`src/rtl/cfg_cmd_arbiter.sv`:
```
// Two-source round-robin command front-end: validates 4-word frames and issues one config write per good frame.
// Optional macro CFG_ADDR_RANGE_CHK_EN adds an address-window check (8'h02..8'h15) in CHECK.
module cfg_cmd_arbiter #(
  parameter logic [15:0] HEADER      = 16'hEB90,
  parameter int          TIMEOUT_CYC = 1000
) (
  input  logic        clk_in,
  input  logic        rst_n_in,
  input  logic        a_valid_in,
  input  logic [15:0] a_data_in,
  output logic        a_ready_out,
  input  logic        b_valid_in,
  input  logic [15:0] b_data_in,
  output logic        b_ready_out,
  output logic        wr_out,
  output logic [7:0]  wr_addr_out,
  output logic [15:0] wr_data_out,
  output logic        busy_out,
  output logic        grant_out,
  output logic [15:0] frame_ok_cnt_out,
  output logic [15:0] frame_err_cnt_out,
  output logic [2:0]  err_code_out
);

  localparam int TW = $clog2(TIMEOUT_CYC + 1);

  typedef enum logic [2:0] {S_IDLE, S_RX, S_CHECK, S_WRITE, S_ERR} state_t;

  state_t         state_q, state_d;
  logic           last_grant_q, last_grant_d;
  logic [1:0]     idx_q, idx_d;
  logic [TW-1:0]  tmo_q, tmo_d;
  logic [2:0]     pend_code_q, pend_code_d;
  logic [2:0]     err_code_q, err_code_d;
  logic [15:0]    ok_cnt_q, ok_cnt_d;
  logic [15:0]    err_cnt_q, err_cnt_d;
  logic [7:0]     wr_addr_q, wr_addr_d;
  logic [15:0]    wr_data_q, wr_data_d;
  logic [15:0]    sum_q, sum_d;
  logic [15:0]    w1_q, w1_d;
  logic [15:0]    w2_q, w2_d;
  logic [15:0]    chk_q, chk_d;

  logic           sel_valid;
  logic [15:0]    sel_data;
  logic           acc;
  logic           addr_bad;

  assign sel_valid = last_grant_q ? b_valid_in : a_valid_in;
  assign sel_data  = last_grant_q ? b_data_in  : a_data_in;
  assign acc       = (state_q == S_RX) && sel_valid;

`ifdef CFG_ADDR_RANGE_CHK_EN
  assign addr_bad = (w1_q[7:0] < 8'h02) || (w1_q[7:0] > 8'h15);
`else
  assign addr_bad = 1'b0;
`endif

  always_comb begin
    state_d      = state_q;
    last_grant_d = last_grant_q;
    idx_d        = idx_q;
    tmo_d        = tmo_q;
    pend_code_d  = pend_code_q;
    err_code_d   = err_code_q;
    ok_cnt_d     = ok_cnt_q;
    err_cnt_d    = err_cnt_q;
    wr_addr_d    = wr_addr_q;
    wr_data_d    = wr_data_q;
    sum_d        = sum_q;
    w1_d         = w1_q;
    w2_d         = w2_q;
    chk_d        = chk_q;
    case (state_q)
      S_IDLE: begin
        if (a_valid_in || b_valid_in) begin
          last_grant_d = (a_valid_in && b_valid_in) ? ~last_grant_q : b_valid_in;
          state_d      = S_RX;
          idx_d        = 2'd0;
          tmo_d        = '0;
        end
      end
      S_RX: begin
        if (acc) begin
          tmo_d = '0;
          idx_d = idx_q + 2'd1;
          case (idx_q)
            2'd0: begin
              sum_d = sel_data;
              if (sel_data != HEADER) begin
                pend_code_d = 3'd1;
                state_d     = S_ERR;
              end
            end
            2'd1: begin
              w1_d  = sel_data;
              sum_d = sum_q + sel_data;
            end
            2'd2: begin
              w2_d  = sel_data;
              sum_d = sum_q + sel_data;
            end
            default: begin
              chk_d   = sel_data;
              state_d = S_CHECK;
            end
          endcase
        end else if (tmo_q == TW'(TIMEOUT_CYC - 1)) begin
          // The granted source went silent mid-frame (or never started): drop the partial frame.
          pend_code_d = 3'd3;
          state_d     = S_ERR;
        end else begin
          tmo_d = tmo_q + TW'(1);
        end
      end
      S_CHECK: begin
        if ((w1_q[15:8] != 8'h00) || (sum_q != chk_q)) begin
          pend_code_d = 3'd2;
          state_d     = S_ERR;
        end else if (addr_bad) begin
          pend_code_d = 3'd4;
          state_d     = S_ERR;
        end else begin
          wr_addr_d = w1_q[7:0];
          wr_data_d = w2_q;
          state_d   = S_WRITE;
        end
      end
      S_WRITE: begin
        ok_cnt_d   = ok_cnt_q + 16'd1;
        err_code_d = 3'd0;
        state_d    = S_IDLE;
      end
      S_ERR: begin
        err_cnt_d  = err_cnt_q + 16'd1;
        err_code_d = pend_code_q;
        state_d    = S_IDLE;
      end
      default: state_d = S_IDLE;
    endcase
  end

  always_ff @(posedge clk_in or negedge rst_n_in) begin
    if (!rst_n_in) begin
      state_q      <= S_IDLE;
      last_grant_q <= 1'b1;
      idx_q        <= 2'd0;
      tmo_q        <= '0;
      pend_code_q  <= 3'd0;
      err_code_q   <= 3'd0;
      ok_cnt_q     <= 16'd0;
      err_cnt_q    <= 16'd0;
      wr_addr_q    <= 8'd0;
      wr_data_q    <= 16'd0;
    end else begin
      state_q      <= state_d;
      last_grant_q <= last_grant_d;
      idx_q        <= idx_d;
      tmo_q        <= tmo_d;
      pend_code_q  <= pend_code_d;
      err_code_q   <= err_code_d;
      ok_cnt_q     <= ok_cnt_d;
      err_cnt_q    <= err_cnt_d;
      wr_addr_q    <= wr_addr_d;
      wr_data_q    <= wr_data_d;
    end
  end

  // Frame word holding registers carry no reset; they are only read after being loaded in RX.
  always_ff @(posedge clk_in) begin
    sum_q <= sum_d;
    w1_q  <= w1_d;
    w2_q  <= w2_d;
    chk_q <= chk_d;
  end

  assign a_ready_out       = (state_q == S_RX) && !last_grant_q;
  assign b_ready_out       = (state_q == S_RX) &&  last_grant_q;
  assign wr_out            = (state_q == S_WRITE);
  assign wr_addr_out       = wr_addr_q;
  assign wr_data_out       = wr_data_q;
  assign busy_out          = (state_q != S_IDLE);
  assign grant_out         = last_grant_q;
  assign frame_ok_cnt_out  = ok_cnt_q;
  assign frame_err_cnt_out = err_cnt_q;
  assign err_code_out      = err_code_q;

endmodule

```
`config.mk`:
```
export PLATFORM = sky130hd
export DESIGN_NAME = cfg_cmd_arbiter
export DESIGN_NICKNAME = d
export VERILOG_FILES = /design/src/rtl/cfg_cmd_arbiter.sv
export SDC_FILE = /design/constraint.sdc
export NUM_CORES = 1
export LEC_CHECK = 0
export CAP_MARGIN = 20
export CORE_ASPECT_RATIO = 1.4
export CORE_UTILIZATION = 25
export CTS_CLUSTER_DIAMETER = 150
export CTS_CLUSTER_SIZE = 20
export DETAILED_ROUTE_END_ITERATION = 8
export GPL_TIMING_DRIVEN = 0
export PLACE_DENSITY = 0.45
export SYNTH_ARGS = -nofsm -noshare
export SYNTH_HDL_FRONTEND = slang
export SYNTH_SLANG_ARGS = --single-unit
export TNS_END_PERCENT = 1
```
`constraint.sdc`:
```
create_clock -name clk_in -period 3.3 [get_ports clk_in]
set_input_delay 0.99 -clock clk_in [delete_from_list [all_inputs] [get_ports clk_in]]
set_output_delay 0.99 -clock clk_in [all_outputs]
set_load 0.02 [all_outputs]
```
### Word-level counts from Yosys, hierarchy flattened

Cells that the tools add are included.
Widths: inputs -> output; s select.

* add/subtract/negate cells: 5
* equality and inequality tests: 18
* muxes and demuxes: 25
* bitwise operators: 3
* reduce and logical (&&, ||, !) cells: 27

Operator list (count)
* $add 16x1->16 const B: 2
* $pmux 16 s2: 1
* $mux 10: 3
* $mux 3: 10
* $pmux 10 s2: 1
* $pmux 3 s2: 3
* $reduce_and 3->1: 6
* $add 16x16->16: 1
* $mux 16: 1
* $ne 16x16->1: 1
* $ne 16x16->1 const B: 1
* $add 10x1->10 const B: 1
* $eq 10x10->1 const B: 1
* $ne 3x2->1 const B: 3
* $pmux 3 s3: 1
* $reduce_bool 2->1: 4
* $reduce_bool 8->1: 1
* $eq 3x2->1 const B: 2
* $ne 2x2->1 const B: 3
* $ne 3x3->1 const B: 2
* $reduce_and 5->1: 1
* $logic_and 1x1->1: 4
* $mux 2: 2
* $ne 4x4->1 const B: 1
* 17 further kinds: 22

* register bits: 142
* bits of input ports: 36
* output and inout port bits: 64
* logic and storage cells: 92

### Depth between registers and ports, before layout

* depth in word-level cells: 6
* mapped depth: 13
* gate-level depth less buffers: 11

### Least setup slack after synthesis

Ideal clock, no wire load.

* path kind: register to register
* start point: register last_grant_q, in the netlist grant_out
* end point: register sum_q[14], data pin
* setup time: 0.270 ns
* arrival time: 3.118 ns
* required time: 3.030 ns
* path slack: -0.089 ns
* stages on the path, launching flop included: 14
* path buffers: 2
* clock period less this slack: 3.389 ns
* cell sequence: dfstp_2 buf_2 clkbuf_1 mux2_2 ha_1 inv_1 fa_1 nor2b_1 o31a_1 nor3_1 o21ai_1 a221oi_1 xor2_1 a21oi_1

* longest elaborated chain between the ends: 3

Ends and longest elaborated chain
* start: declaration: RTL line 30 `logic last_grant_q, last_grant_d;`
* start signal: assignment: RTL line 157 `last_grant_q <= last_grant_d;`
* $mux 16: RTL line 50 `assign sel_data = last_grant_q ? b_data_in : a_data_in;`
* named net sel_data[0]: RTL line 45 `logic [15:0] sel_data;`
* $add 16x16->16: RTL line 97, 101
* $pmux 16 s2: RTL line 87 `case (idx_q)`
* end signal: assignment: RTL line 171 `sum_q <= sum_d;`
* end: declaration: RTL line 39 `logic [15:0] sum_q, sum_d;`

The timed path passes the listed nets, and every way through them passes these cells.
A chain may end at the register's enable or synchronous reset.

### Worst setup path after layout

* start point: input b_data_in[12]
* end point: register sum_q[15], data pin

* longest elaborated chain between the ends: 3

Ends and longest elaborated chain
* start: declaration: RTL line 13 `input logic [15:0] b_data_in,`
* $mux 16: RTL line 50
* named net sel_data[12]: RTL line 45
* $add 16x16->16: RTL line 97, 101
* $pmux 16 s2: RTL line 87

The timed path passes the listed nets, and every way through them passes these cells.

==> results.py <==
metrics = {
    "yosys": {
        "synth_area_sq_um": 6615,
        "synth_edf_count": 64,
        "ys_ff_latch": 140,
        "async_reset_ff_share_pct": 54.29,
        "yosys.area.top_type": "edfxtp_1",
        "synth_top_area_share_pct": 29.05,
        "synth_cell_type_count": 60,
        "ys_warn_count": 0,
        "ys_seq_area_share_pct": 57.82,
        "synth_area_per_cell_sq_um": 12.82,
        "synth_nets": 575,
        "synth_area_leaders": "edfxtp_1, dfrtp_1, mux2_2",
        "synth_cells": 516,
        "dominantRegCellSynth": "dfrtp_1",
    },
    "floorplanning": {
        "dieArea_sq_um": 27120,
        "core-area_sq_um": 26100,
        "die_w_um": 139.5,
        "num_rows": 70,
        "floorplan.initialDensity_pct": 25.35,
        "ios": 100,
        "die_h_um": 194.5,
    },
    "layout": {
        "final_cell_count_no_fill": 981,
        "drive_gt1_share_pct": 19.03,
        "diodes": 0,
        "seq_area_sq_um": 3825,
        "multi_input_area_sq_um": 2803,
        "syn_to_final_growth_pct": 34.23,
        "num-fill-cells": 2578,
        "nNetsFinal": 703,
        "fin_util_pct": 34.02,
    },
    "global_routing": {
        "grt_first_pass_wirelength_mm": 26.36,
        "grt-ovfl-total": 0,
        "grt_max_degree": 62,
        "track_usage_pct": 12.83,
        "antenna_found_initial": 0,
        "first_global_vias": 4832,
    },
    "sta": {
        "holdWs_ns": 0.4296,
        "slew_headroom_pct": 37.87,
        "worstMarginPinSlew_ns": 0.9320,
        "clock-skew-final_ns": 0.008521,
        "setup_violations": 0,
        "fin_crit_sh_pct": 97.59,
        "finalMaxSlewViolations": 0,
        "finalCriticalPeriod_ns": 3.221,
        "rsz0062_at_grt": "yes",
        "tns_ns": 0,
        "fmax_mhz": 310.5,
        "hold_viol_final": 0,
    },
    "critical_path": {
        "cp.required_ns": 3.47,
        "path_class": "in -> reg",
        "cp.arrival_ns": 3.39,
        "critPathLaunchType": "primary input",
        "cpPeakStageDelay_ns": 0.44,
        "crit_path_top_delay_cell": "o21ai_0",
        "endpoint_kind": "register",
        "path_cells": "clkdlybuf4s50_1 -> mux2_2 -> ha_1 -> a21oi_1 -> o21ai_0 -> o21bai_1 -> o31ai_4 -> mux2i_1 -> xor2_1",
        "worstPathMaxFanout": 7,
    },
    "route": {
        "drt_iter0_markers": 252,
        "via_per_inst": 4.636,
        "wirelength_mm": 16.43,
        "drc_errors": 0,
        "first_pass_iters": 6,
        "vias": 4548,
        "postRouteAntennaNets": 0,
        "wl_per_cell_um": 16.75,
    },
    "power_and_ir_drop": {
        "seq_power_share_pct": 33.3,
        "total_leakage_power_nw": 3.538,
        "combPwrFrac_pct": 37.3,
        "power.net_switching_mw": 2.420,
        "pwr_density_cell_nw_per_um2": 803.6,
        "total_power_mw": 7.136,
        "p_clk_share_pct": 29.4,
        "sw_frac_of_total_pct": 33.91,
        "vdd_drop_max_uv": 254.0,
        "p_int_mw": 4.716,
    },
    "clock_tree": {
        "clk_pin_slew_worst_paths_ns": 0.06,
        "cts_tree": "done",
        "clockBufferDepth": 2,
        "insertion_delay_ns": 0.42,
        "htreeDepth": 4,
        "numCtsBuffers": 17,
        "cts_sinks": 140,
        "clockRootBuffer": "clkbuf_16",
    },
    "placement": {
        "io_buffer_count": 98,
        "placedCellCount": 941,
        "dpl.hpwl_mm": 12.33,
        "gp_congestion": 0.8159,
    },
    "status": {
        "outcome": "finished clean",
    },
    "flow_run": {
        "cap_viol_max_count": 0,
    },
    "min_path": {
        "hold_path.class": "in -> async",
    },
}
[flip-flops by register name (all words and copies together), names as in the netlist]
signal and count:
idx_q 2, w1_q 16, pend_code_q 2, sum_q 16, frame_err_cnt_out 16, wr_data_out 16, state_q 3, err_code_out 2
grant_out 1, tmo_q 10, chk_q 16, frame_ok_cnt_out 16, w2_q 16, wr_addr_out 8
[stage by stage]
stage | setup slack, ns | instance area, sq um
floorplan | 0.05300 | 6616
global placement | -1.561 | 8003
detailed placement | -0.6933 | 8055
CTS | -0.003935 | 8767
global route | -0.02072 | 8880
finish | 0.07938 | 8880
[power by group through the flow]
stage | Clock [mW] | Sequential, mW | Combinational (mW)
after global placement | 0 | 2.39 | 2.36
final | 2.09 | 2.38 | 2.66
after CTS | 2.16 | 2.38 | 2.54
after global routing | 2.23 | 2.41 | 2.93
after detailed placement | 0 | 2.40 | 2.43
after floorplan | 0 | 2.42 | 1.60
[kinds of logic (layout without fill, tap and decap cells)]
logic type / count (synthesis) / count (layout) / share of synthesized area (%)
xor gates and xnor gates: 62 / 62 / 8.209
buffers and inverters: 20 / 161 / 1.305
DFF: 140 / 140 / 57.82
and+or+nand+nor: 144 / 144 / 12.58
adders and majority gates: 23 / 23 / 4.464
AOI/OAI and AO/OA: 77 / 77 / 7.225
muxes: 49 / 49 / 8.341
other: 1 / 1 / 0.05669
[worst paths after layout]
path	from	to	slack (ns)	depth (start not counted)
max reg2reg	grant_out	sum_q[14]	0.15	12
min reg2reg	frame_ok_cnt_out[15]	frame_ok_cnt_out[15]	0.46	1
min in group clk_in	frame_ok_cnt_out[15]	frame_ok_cnt_out[15]	0.46	1
max	b_data_in[12]	sum_q[15]	0.08	9
max in group asynchronous	rst_n_in	grant_out	2.27	2
min	rst_n_in	tmo_q[5]	0.43	1
[per-layer routing]
layer	routed length, um	global-route usage, %	share of wire, %	up-vias
met4	284	6.008	1.7	0
met2	8864	23.38	54	110
met1	6637	13.74	40	2261
met5	0	0	0	-
li1	-	-	-	2159
met3	646	3.277	3.9	18
[layout by cell type, fill, tap and decap left out, drive strengths merged, types with 12 or more instances in the layout]
cell type	synthesis	routed
nand2	27	27
a21oi	25	25
dfrtp	75	75
buf	7	21
xnor2	26	26
clkdlybuf4s50	0	95
nand4	12	12
ha	22	22
clkbuf	5	21
xor2	36	36
edfxtp	64	64
mux2	46	46
nand3	15	15
nor2	32	32
o21ai	18	18
[final cells by class]
type,count,share of cell area [%]
buffer,11,0.7891
clock buffer,18,4.833
clock inverter,14,2.438
inverter,8,0.3382
multi-input combinational,356,31.56
sequential,140,43.07
tap,324,4.565
timing repair buffer,110,12.40
[cells in the mapped netlist, drive strengths merged (2+ instances only)]
| library cell | instances |
|---|---|
| dfrtp | 75 |
| edfxtp | 64 |
| mux2 | 46 |
| xor2 | 36 |
| nor2 | 32 |
| nand2 | 27 |
| xnor2 | 26 |
| a21oi | 25 |
| ha | 22 |
| o21ai | 18 |
| nand3 | 15 |
| nand4 | 12 |
| inv | 8 |
| nor4 | 8 |
| and4 | 7 |
| buf | 7 |
| or3 | 7 |
| nor3 | 6 |
| a21o | 5 |
| a31oi | 5 |
| and3 | 5 |
| clkbuf | 5 |
| nand2b | 5 |
| nand4b | 5 |
| and2 | 4 |
| a211oi | 3 |
| mux2i | 3 |
| nor3b | 3 |
| o31ai | 3 |
| a211o | 2 |
| a22o | 2 |
| nor2b | 2 |
| o2111ai | 2 |
| o21a | 2 |
| o21bai | 2 |
| o22ai | 2 |
| o31a | 2 |
| or4 | 2 |
[what timing repair did]
action	CTS	global route
hold buffers	0	0
gates resized for setup	13	17
setup buffers	2	7
endpoints found under the setup margin	12	6
pin swaps	2	11
[worst max-delay path, delay by kind of cell]
family | cells | cell delay, ns
AOI/OAI and AO/OA | 4 | 0.90
xor gates and xnor gates | 1 | 0.14
adders and majority gates | 1 | 0.43
buffers and inverters | 1 | 0.42
muxes | 2 | 0.49
Power figures use the tool's default switching activity.
